**config.mk**
```make
export PLATFORM = sky130hd
export DESIGN_NAME = vga_palette_colorizer
export DESIGN_NICKNAME = d
export VERILOG_FILES = /design/src/rtl/vga_palette_colorizer.sv
export SDC_FILE = /design/constraint.sdc
export NUM_CORES = 1
export LEC_CHECK = 0
export ABC_AREA = 1
export CAP_MARGIN = 0
export CORE_MARGIN = 8
export CORE_UTILIZATION = 59
export DETAILED_ROUTE_END_ITERATION = 12
export PLACE_DENSITY = 0.77
export SYNTH_ARGS = -nofsm -noshare
export SYNTH_HDL_FRONTEND = slang
export SYNTH_SLANG_ARGS = --single-unit
```
**constraint.sdc**
```tcl
create_clock -name clock -period 1.9 [get_ports clock]
set_input_delay 0.38 -clock clock [delete_from_list [all_inputs] [get_ports clock]]
set_output_delay 0.38 -clock clock [all_outputs]
set_load 0.01 [all_outputs]
```
**src/rtl/vga_palette_colorizer.sv**
```systemverilog
// Palette-driven VGA colorizer: world pixel plus prioritised icon layers, 2-clock latency.
// Define COLORIZER_BLINK_EN to build the per-entry, vsync-counted blink attribute.
`timescale 1ns/1ps
module vga_palette_colorizer #(
  parameter int COLOR_BITS   = 4,
  parameter int WORLD_BITS   = 2,
  parameter int ICON_BITS    = 4,
  parameter int ICON_LAYERS  = 2,
  parameter int PAL_AW       = 5,
  parameter int BLINK_FRAMES = 30
) (
  input  logic                             clock,
  input  logic                             reset_n,
  input  logic                             video_on,
  input  logic                             vsync,
  input  logic [WORLD_BITS-1:0]            world_pixel,
  input  logic [ICON_LAYERS*ICON_BITS-1:0] icon,
  input  logic                             pal_we,
  input  logic [PAL_AW-1:0]                pal_addr,
  input  logic [3*COLOR_BITS:0]            pal_wdata,
  output logic [3*COLOR_BITS:0]            pal_rdata,
  output logic [3*COLOR_BITS-1:0]          VGA
);
  localparam int RGBW   = 3 * COLOR_BITS;
  localparam int EW     = RGBW + 1;
  localparam int NWORLD = 1 << WORLD_BITS;
  localparam int NENT   = NWORLD + (1 << ICON_BITS);
  localparam int DEPTH  = 1 << PAL_AW;
  localparam int REP    = (COLOR_BITS + 3) / 4;

  typedef logic [EW-1:0] entry_t;

  // Nibble repeated MSB-first, then truncated to the channel width.
  function automatic logic [COLOR_BITS-1:0] scale(input logic [3:0] n);
    logic [4*REP-1:0] rep;
    rep = {REP{n}};
    return rep[4*REP-1 -: COLOR_BITS];
  endfunction

  function automatic entry_t def_entry(input int i);
    logic [11:0] h;
    h = 12'h000;
    if (i < NWORLD) begin
      case (i)
        0:       h = 12'hBBB;
        2:       h = 12'hF51;
        3:       h = 12'hFFF;
        default: h = 12'h000;
      endcase
    end else begin
      case (i - NWORLD)
        2:       h = 12'h00F;
        3:       h = 12'hF00;
        4:       h = 12'h3A6;
        5:       h = 12'hF51;
        6:       h = 12'h444;
        default: h = 12'h000;
      endcase
    end
    return {1'b0, scale(h[11:8]), scale(h[7:4]), scale(h[3:0])};
  endfunction

  entry_t            pal [DEPTH];
  entry_t            hit;
  logic [PAL_AW-1:0] sel;
  logic [PAL_AW-1:0] idx_q;
  logic              vld_q;
  logic              mapped;
  logic              blink_phase;

  assign mapped = int'(pal_addr) < NENT;
  assign hit    = pal[idx_q];

  // Walk from the lowest priority layer up so layer 0 overrides last.
  always_comb begin
    sel = PAL_AW'(world_pixel);
    for (int k = ICON_LAYERS - 1; k >= 0; k--) begin
      if (icon[k*ICON_BITS +: ICON_BITS] != '0)
        sel = PAL_AW'(NWORLD) + PAL_AW'(icon[k*ICON_BITS +: ICON_BITS]);
    end
  end

  always_ff @(posedge clock or negedge reset_n) begin
    if (!reset_n) begin
      for (int i = 0; i < DEPTH; i++)
        pal[i] <= (i < NENT) ? def_entry(i) : '0;
      idx_q     <= '0;
      vld_q     <= 1'b0;
      pal_rdata <= '0;
      VGA       <= '0;
    end else begin
      if (pal_we && mapped)
        pal[pal_addr] <= pal_wdata;
      pal_rdata <= pal[pal_addr];
      idx_q     <= sel;
      vld_q     <= video_on;
      if (vld_q && !(hit[RGBW] && blink_phase))
        VGA <= hit[RGBW-1:0];
      else
        VGA <= '0;
    end
  end

`ifdef COLORIZER_BLINK_EN
  logic       vsync_q;
  logic [7:0] frame_cnt;

  always_ff @(posedge clock or negedge reset_n) begin
    if (!reset_n) begin
      vsync_q     <= 1'b0;
      frame_cnt   <= '0;
      blink_phase <= 1'b0;
    end else begin
      vsync_q <= vsync;
      if (vsync && !vsync_q) begin
        if (frame_cnt == 8'(BLINK_FRAMES - 1)) begin
          frame_cnt   <= '0;
          blink_phase <= ~blink_phase;
        end else begin
          frame_cnt <= frame_cnt + 8'd1;
        end
      end
    end
  end
`else
  logic unused_blink;
  assign blink_phase  = 1'b0;
  assign unused_blink = ^{vsync, 8'(BLINK_FRAMES)};
`endif

endmodule

```
==> results.yml <==
synth:
  synth_seq_cells: 447
  post-synth-top-area-fraction_pct: 45.1
  syn_area_per_cell_sq_um: 7.93
  synth.top_cells.by_area: "dfrtp_1, nand2_1, a22oi_1"
  netlist_area_sq_um: 21900
  ys_seq_area_share_pct: 51.4
  syn_nets: 2797
  synth_top_cell_by_area: "dfrtp_1"
  synth_cells: 2760
  yosysWarnings: 0
  yosys.cell_types.count: 24
routing:
  drt_iter0_drc: 2666
  drc_errors: 0
  drtAntennaViolNets: 0
  avgRoutedWirePerCell_microns: 22.0
  drtPass1Iterations: 9
  finalWirelength_mm: 70.9
  post_drt_via_cell_ratio: 6.21
  num_vias: 20015
place:
  gp_congestion: 0.927
  io_buffer_count: 56
  dpl_cell_area_sq_um: 23900
  dp_slack_ns: -0.481
  dp.cells: 3132
  dp_hpwl_mm: 45.3
setup_path:
  path_max_fanout: 1
  path_buf_inv: 1
  crit_chain: "clkdlybuf4s50_1"
  worst_ep_required_time_ns: 1.52
  cp-start-kind: "flip-flop"
  worstSetupEndpointType: "output port"
  cp.arrival_ns: 1.51
  crit_type: "flip-flop to output port"
  cpMaxStageDelayCell: "clkdlybuf4s50_1"
  crit_path_max_incr_delay_ns: 0.55
  cpLargestDelayFamily: "buffers and inverters"
layout:
  multi_input_area_sq_um: 9050
  stdcell_count: 3223
  fin_util_pct: 70.4
  layout_common_cells: "nand2_1, dfrtp_1, nand3_1"
  nets: 2755
  fillers: 2681
  drive_above_1_share_pct: 14.7
  regArea_sq_um: 11300
  final_cell_area_sq_um: 25800
  final_common_cell: "nand2_1"
  syn2layout_area_growth_pct: 17.6
clocking:
  clkTransAtPathRegs_ns: 0.06
  clk_latency_ns: 0.59
  h-tree-depth: 2
  cts-buffers-inserted: 47
  cts.sinks: 447
  cts_tree: "built"
  ctsLongestPathBuffers: 3
  root_buffer: "clkbuf_16"
floorplanning:
  die_w_microns: 209
  num_rows: 70
  start_util_pct: 59.8
  fp.dieH_microns: 209
  pin_count: 58
  fp.dieArea_sq_um: 43500
  core_sq_um: 36600
sta:
  hold_ws_ns: 0.255
  setup_ws_ns: 0.0146
  hold_violations: 0
  min_period_ns: 1.89
  rsz0062_at_grt: "yes"
  slew_viol_final: 0
  setup_viol_count_final: 0
  clock_skew_ns: 0.0152
  period_share_pct: 99.2
  fmax_mhz: 530
  relSlewSlack_pct: 66.5
  fin_tns_setup_ns: 0
  max_slew.worst_pin.slew_ns: 0.502
global_routing:
  use_met2_pct: 49.4
  grt_busiest_layer: "met2"
  grt_pass1_wl_mm: 111
  track_usage_pct: 32.1
  first_global_vias: 19993
  grt_max_degree: 78
  use_met1_pct: 41.6
  grt_overflow_total: 0
  met3_usage_pct: 7.05
  antenna_found_initial: 2
power:
  p_sw_mw: 7.02
  leakage_nw: 12.3
  p_clk_share_pct: 38.6
  p_sw_share_pct: 28.1
  p_seq_share_pct: 45.9
  combPwrFrac_pct: 15.6
  internal_power_mw: 17.9
  ir_drop_uv: 772
  power.density_nw_per_um2: 969
  power.total_mw: 25.0
hold_path:
  hold_path_class: "primary input to flip-flop"
run_status:
  status: "finished clean"
flow_run:
  max_cap_violations: 0
==> cell type report <==
cell class                      count  share of cell area [%]
Clock inverter                     14                   0.699
Inverter                           42                   0.670
Tap cell                          468                    2.27
Sequential cell                   447                    43.7
Multi-Input combinational cell   1915                    35.1
Timing Repair Buffer              265                    11.9
Clock buffer                       71                    5.59
Antenna cell                        1                 0.00971
==> metal layers <==
layer	vias up	routed length (microns)
li1	8940	-
met3	278	7910
met2	1377	32100
met5	-	13
met4	2	3820
met1	9418	27100
==> cells in the mapped netlist <==
library cell	instances
nand2_1	1019
dfrtp_1	395
nand3_1	267
clkbuf_1	258
o21ai_0	234
a22oi_1	202
nor2_1	89
buf_2	55
dfstp_2	52
o21ai_1	47
inv_1	33
buf_1	21
nand3_2	16
o21ai_2	14
buf_4	13
a21oi_1	12
buf_6	9
inv_2	7
ha_1	4
nand3_4	4
nor3_4	4
clkinv_1	2
nor2_2	2
a31oi_1	1
==> state kept, by name (all words and copies together) (netlist names) <==
name       flops
VGA           12
vld_q          1
idx_q          5
pal_rdata     13
pal          416
==> cells by family (layout without fill, tap and decap cells) <==
group           after synthesis  in the layout  share of synthesized area [%]
compound gates              510            510                           14.2
fa+ha+maj                     4              4                          0.229
buf+inv                     398            392                           7.67
flops                       447            447                           51.4
other cells                   0              1                              0
simple gates               1401           1401                           26.5
==> power by group through the flow <==
stage | registers (mW) | clock network [mW] | logic, mW
after global placement | 11.5 | 0 | 3.58
after global routing | 11.5 | 10.1 | 4.30
after floorplan | 11.3 | 0 | 2.15
final | 11.4 | 9.62 | 3.89
after detailed placement | 11.5 | 0 | 3.70
after CTS | 11.4 | 9.69 | 3.75
==> what timing repair did <==
action | 4_1_cts | 5_1_grt
hold buffers | 1 | 0
setup endpoints to repair | 15 | 14
pin swaps | 0 | 2
buffers inserted | 0 | 1
resized for setup | 18 | 31
cloned | 0 | 3
endpoints found under the hold margin | 34 | 0
==> path summary, 6_finish.rpt <==
check	from	end	slack, ns	cells past startpoint
max in group asynchronous	reset_n	pal[296]	0.85	3
worst max-delay path	pal_rdata[10]	pal_rdata[10]	0.01	1
min in group asynchronous	reset_n	pal[14]	0.28	2
worst min register to register	pal[77]	pal[77]	0.38	0
worst max register to register	idx_q[0]	VGA[2]	0.02	12
worst min-delay path	video_on	vld_q	0.26	1
Note: power is estimated with default switching activity, not from simulation.
